==> config.mk <==
export PLATFORM = sky130hd
export DESIGN_NAME = uart_tx_controller
export DESIGN_NICKNAME = d
export VERILOG_FILES = /design/src/rtl/uart_tx_controller.sv
export SDC_FILE = /design/constraint.sdc
export NUM_CORES = 1
export LEC_CHECK = 0
export CAP_MARGIN = 40
export CORE_MARGIN = 2
export CORE_UTILIZATION = 25
export CTS_CLUSTER_SIZE = 14
export DETAILED_ROUTE_END_ITERATION = 6
export SLEW_MARGIN = 20
export SYNTH_ARGS = -nofsm -noshare
export SYNTH_HDL_FRONTEND = slang
export SYNTH_SLANG_ARGS = --single-unit
==> constraint.sdc <==
create_clock -name clk -period 3 [get_ports clk]
set_input_delay 0.6 -clock clk [delete_from_list [all_inputs] [get_ports clk]]
set_output_delay 0.6 -clock clk [all_outputs]
set_load 0.03 [all_outputs]
==> src/rtl/uart_tx_controller.sv <==
// uart_tx_controller: framed UART transmitter with per-frame latched format and baud divider.
// Define UART_TX_PARITY_EN to insert a parity bit between the data and stop bits.
module uart_tx_controller #(
    parameter int DATA_WIDTH = 8,
    parameter int DIV_WIDTH  = 16
) (
    input  logic                  clk,
    input  logic                  reset,
    input  logic                  txValid,
    output logic                  txReady,
    input  logic [DATA_WIDTH-1:0] txData,
    input  logic [3:0]            dataBits,
    input  logic                  parityType,
    input  logic [1:0]            stopBits,
    input  logic [4:0]            overSampling,
    input  logic [DIV_WIDTH-1:0]  baudDivisor,
    output logic                  tx,
    output logic                  busy,
    output logic                  frameDone
);
    typedef enum logic [2:0] {IDLE, START, DATA, PARITY, STOP} state_t;
    state_t state, state_nxt;
    logic                  ready_en;
    logic [DATA_WIDTH-1:0] shift_q;
    logic [3:0]            nbits_q;
    logic                  two_stop_q;
    logic                  os13_q;
    logic [DIV_WIDTH-1:0]  div_q;
    logic [DIV_WIDTH-1:0]  div_cnt;
    logic [4:0]            samp_cnt;
    logic [3:0]            bit_cnt;
    logic                  xfer;
    logic                  tick;
    logic                  bit_end;
    logic                  last_bit;
`ifdef UART_TX_PARITY_EN
    logic                  par_q;
    logic                  par_type_q;
`else
    logic                  parity_unused;
    assign parity_unused = parityType;
`endif
    assign xfer     = txValid && txReady;
    assign txReady  = (state == IDLE) && ready_en;
    assign busy     = state != IDLE;
    assign tick     = div_cnt == div_q - DIV_WIDTH'(1);
    assign bit_end  = tick && (samp_cnt == (os13_q ? 5'd12 : 5'd15));
    // DATA counts data bits; STOP reuses the same counter for stop bits
    assign last_bit = (state == DATA) ? (bit_cnt == nbits_q - 4'd1)
                                      : (bit_cnt == {3'b000, two_stop_q});
    always_ff @(posedge clk or posedge reset) begin
        if (reset) begin
            state <= IDLE;
        end else begin
            state <= state_nxt;
        end
    end
    always_comb begin
        state_nxt = state;
        tx        = 1'b1;
        case (state)
            IDLE:   state_nxt = xfer ? START : IDLE;
            START: begin
                tx        = 1'b0;
                state_nxt = bit_end ? DATA : START;
            end
            DATA: begin
                tx = shift_q[0];
`ifdef UART_TX_PARITY_EN
                state_nxt = (bit_end && last_bit) ? PARITY : DATA;
`else
                state_nxt = (bit_end && last_bit) ? STOP : DATA;
`endif
            end
`ifdef UART_TX_PARITY_EN
            PARITY: begin
                tx        = par_q ^ par_type_q;
                state_nxt = bit_end ? STOP : PARITY;
            end
`endif
            STOP:   state_nxt = (bit_end && last_bit) ? IDLE : STOP;
            default: state_nxt = IDLE;
        endcase
    end
    always_ff @(posedge clk or posedge reset) begin
        if (reset) begin
            ready_en   <= 1'b0;
            frameDone  <= 1'b0;
            shift_q    <= '0;
            nbits_q    <= '0;
            two_stop_q <= 1'b0;
            os13_q     <= 1'b0;
            div_q      <= '0;
            div_cnt    <= '0;
            samp_cnt   <= '0;
            bit_cnt    <= '0;
`ifdef UART_TX_PARITY_EN
            par_q      <= 1'b0;
            par_type_q <= 1'b0;
`endif
        end else begin
            ready_en  <= 1'b1;
            frameDone <= (state == STOP) && bit_end && last_bit;
            if (xfer) begin
                // illegal formats collapse to 8 data bits, 1 stop bit, x16, divisor 1
                shift_q    <= txData;
                nbits_q    <= (dataBits >= 4'd5 && dataBits <= 4'd8) ? dataBits : 4'd8;
                two_stop_q <= stopBits == 2'd2;
                os13_q     <= overSampling == 5'd13;
                div_q      <= (baudDivisor == '0) ? DIV_WIDTH'(1) : baudDivisor;
                div_cnt    <= '0;
                samp_cnt   <= '0;
                bit_cnt    <= '0;
`ifdef UART_TX_PARITY_EN
                par_q      <= 1'b0;
                par_type_q <= parityType;
`endif
            end else if (busy) begin
                div_cnt <= tick ? '0 : div_cnt + DIV_WIDTH'(1);
                if (tick) begin
                    samp_cnt <= bit_end ? 5'd0 : samp_cnt + 5'd1;
                end
                if (bit_end) begin
                    bit_cnt <= (state == START || state == PARITY || last_bit) ? 4'd0 : bit_cnt + 4'd1;
                    if (state == DATA) begin
                        shift_q <= shift_q >> 1;
`ifdef UART_TX_PARITY_EN
                        par_q   <= par_q ^ shift_q[0];
`endif
                    end
                end
            end
        end
    end
endmodule

==> impl_metrics.py <==
metrics = {
    "outcome": {
        "outcome": "complete, but fails checks",
        "violations": "negative setup slack",
    },
    "drt": {
        "route.detailed.drc": 0,
        "first_pass_iters": 6,
        "wire_per_inst_um": 14.2,
        "via_count": 3134,
        "routed_wl_um": 9110,
        "first_iter_violations": 138,
        "ant_nets": 0,
        "viasPerCell": 4.90,
    },
    "timing": {
        "fin_crit_sh_pct": 102,
        "rsz0062_at_grt": "yes",
        "setup_viol": 9,
        "setup_ws_ns": -0.0544,
        "fin_crit_ns": 3.05,
        "slew-limit-headroom_pct": 57.5,
        "worst_pin_slew_ns": 0.638,
        "drv_slew": 0,
        "hold_viol_final": 0,
        "hold-worst-slack_ns": 0.517,
        "fin_skew_ns": 0.00704,
        "fmax_mhz": 327,
    },
    "global_route": {
        "grt_pass1_vias": 3174,
        "grt_pass1_wl_um": 15200,
        "antenna_found_initial": 0,
        "grt_use_total_pct": 12.7,
        "overflow": 0,
        "grt_start_max_net_pins": 37,
    },
    "power_and_ir_drop": {
        "powerDensity_nw_per_um2": 406,
        "internal_power_mw": 1.61,
        "leakagePower_nw": 2.02,
        "combPwrFrac_pct": 3.9,
        "clkPwrFrac_pct": 55.7,
        "swShare_pct": 20.0,
        "power.switching_mw": 0.401,
        "seq_power_share_pct": 40.4,
        "worst_ir_drop_vdd_uv": 273,
    },
    "floorplan": {
        "core-area_um2": 13900,
        "num_rows": 43,
        "start_util_pct": 25.5,
        "die_x_um": 123,
        "die_h_um": 123,
        "ios": 43,
        "die_area_um2": 15200,
    },
    "setup_path": {
        "end_kind": "flip-flop",
        "critical_path_arrival_ns": 3.28,
        "critPathKind": "reg -> reg",
        "worstPathRequired_ns": 3.22,
        "path_max_fanout": 8,
        "startpoint_type": "flip-flop",
    },
    "place": {
        "port_buffers": 41,
        "dp_hpwl_um": 6530,
        "routabilityCongestion": 0.847,
    },
    "finish": {
        "drive_above_1_share_pct": 22.8,
        "final_common_cell": "dfrtp_1",
        "fillCellCount": 1398,
        "nNetsFinal": 499,
        "fin_util_pct": 35.7,
        "final_cell_mix": "dfrtp_1 (60), clkdlybuf4s50_1 (41), nor2_1 (38)",
        "syn_to_final_growth_pct": 39.6,
        "num_antenna_cells": 0,
    },
    "synthesis": {
        "synth_seq_cells": 60,
        "yosysSeqAreaShare_pct": 42.3,
        "ys_types": 57,
        "synth_top_flop_cell": "dfrtp_1",
        "synth_edf_count": 0,
        "synthCells": 374,
        "syn-cell-area_um2": 3550,
        "syn_nets": 418,
        "avgSynthCellArea_um2": 9.48,
        "yosysWarnings": 0,
        "async_flop_share_pct": 100,
    },
    "clock_network": {
        "cts.clk_slew.worst_paths_ns": 0.06,
        "clockBufferDepth": 2,
        "htree_levels": 3,
        "cts_made_buffers": 9,
        "cts_root_buffer": "clkbuf_16",
        "insertion_delay_ns": 0.34,
        "cts_tree": "yes",
        "cts.sinks": 60,
    },
    "run": {
        "cap_violations": 0,
    },
    "worst_hold_path": {
        "min_path_type": "reg -> reg",
    },
}
==> power by group through the flow <==
| stage | sequential [mW] | combinational, mW | clock (mW) |
|---|---|---|---|
| floorplan | 0.825 | 0.0157 | 0 |
| global placement | 0.825 | 0.0749 | 0 |
| detailed placement | 0.825 | 0.0794 | 0 |
| CTS | 0.811 | 0.0801 | 1.15 |
| global route | 0.811 | 0.0864 | 1.18 |
| finish | 0.812 | 0.0776 | 1.12 |
==> cells in the mapped netlist, types with 3 or more instances <==
master,n,share of area [%]
dfrtp_1,60,42
nor2_1,39,4.1
nand2_1,33,3.5
xnor2_1,21,5.2
nand3_1,19,2.7
xor2_1,17,4.2
mux2_2,16,5.1
a21oi_1,14,2.0
o21ai_0,13,1.8
clkbuf_1,11,1.2
inv_1,10,1.1
mux2i_1,10,2.8
nor3_1,10,1.4
nand4_1,9,1.6
nor4_1,9,1.6
nand3b_1,6,1.3
ha_1,5,1.8
o211ai_1,5,1.1
or4_1,5,1.1
and3_1,4,0.71
or3_1,4,0.71
nor2b_1,3,0.53
==> routing by layer <==
layer / share of wire (%) / up-vias / global-route usage, %
met2: 50 / 66 / 20.5
met1: 45 / 1540 / 15.9
met3: 4.3 / 11 / 4.15
met4: 1.1 / 0 / 4.62
met5: 0 / - / 0
li1: - / 1517 / -
==> registers in the layout (all words and copies together) (netlist names) <==
register,flops
frameDone,1
bit_cnt,4
samp_cnt,5
state,3
div_cnt,16
shift_q,8
nbits_q,4
ready_en,1
div_q,16
os13_q,1
two_stop_q,1
==> area by class of cell <==
type | count | area, um2 | area share (%)
Tap cell | 180 | 225 | 4.55
Timing Repair Buffer | 84 | 777 | 15.7
Inverter | 11 | 41.3 | 0.834
Multi-Input combinational cell | 289 | 2090 | 42.1
Clock inverter | 4 | 72.6 | 1.47
Sequential cell | 60 | 1500 | 30.3
Clock buffer | 12 | 246 | 4.98
==> through the flow <==
stage / cells / power (mW) / TNS (ns) / setup WS, ns / instance area, um2
floorplan: 374 / 0.841 / 0 / 0.0147 / 3560
global placement: 615 / 0.900 / -1.01 / -0.133 / 4400
detailed placement: 616 / 0.905 / -2.74 / -0.190 / 4420
CTS: 635 / 2.04 / -1.69 / -0.0922 / 4810
global route: 640 / 2.08 / -1.46 / -0.140 / 4950
finish: 640 / 2.01 / -0.355 / -0.0544 / 4950
==> path summary, 6_finish.rpt <==
| check | startpoint | to | slack, ns | cells after the start |
|---|---|---|---|---|
| setup reg to reg | div_q[3] | shift_q[7] | -0.05 | 10 |
| max in group asynchronous | reset | nbits_q[1] | 1.78 | 4 |
| hold / removal | two_stop_q | two_stop_q | 0.52 | 2 |
| hold reg to reg | two_stop_q | two_stop_q | 0.52 | 2 |
| setup / recovery | div_q[3] | shift_q[7] | -0.05 | 10 |
| min in group asynchronous | reset | div_q[4] | 0.53 | 2 |
==> critical path: stages, from the launching register on <==
cell      delay, ns
dfrtp_1        0.38
or4_4          0.59
or4_4          0.45
a211oi_4       0.22
nor2_2         0.07
buf_4          0.13
or3b_4         0.40
nor4_4         0.23
buf_12         0.17
nor2b_1        0.04
mux2_2         0.25
==> what timing repair did <==
action | in CTS | in global routing
gates cloned | 1 | 0
pin swaps | 9 | 7
resized for setup | 16 | 23
hold buffers | 0 | 0
setup buffers | 2 | 6
endpoints found under the setup margin | 32 | 37
==> kinds of logic (layout without fill, tap and decap cells) <==
| group | Yosys count | in the layout | synth area share, % |
|---|---|---|---|
| AOI/OAI and AO/OA | 59 | 59 | 11.0 |
| xor gates and xnor gates | 38 | 38 | 9.39 |
| adders and majority gates | 5 | 5 | 1.76 |
| buffers and inverters | 25 | 111 | 2.93 |
| DFF | 60 | 60 | 42.3 |
| muxes | 26 | 26 | 7.90 |
| other | 1 | 1 | 0.106 |
| and+or+nand+nor | 160 | 160 | 24.6 |
(Power assumes the default switching activity.)
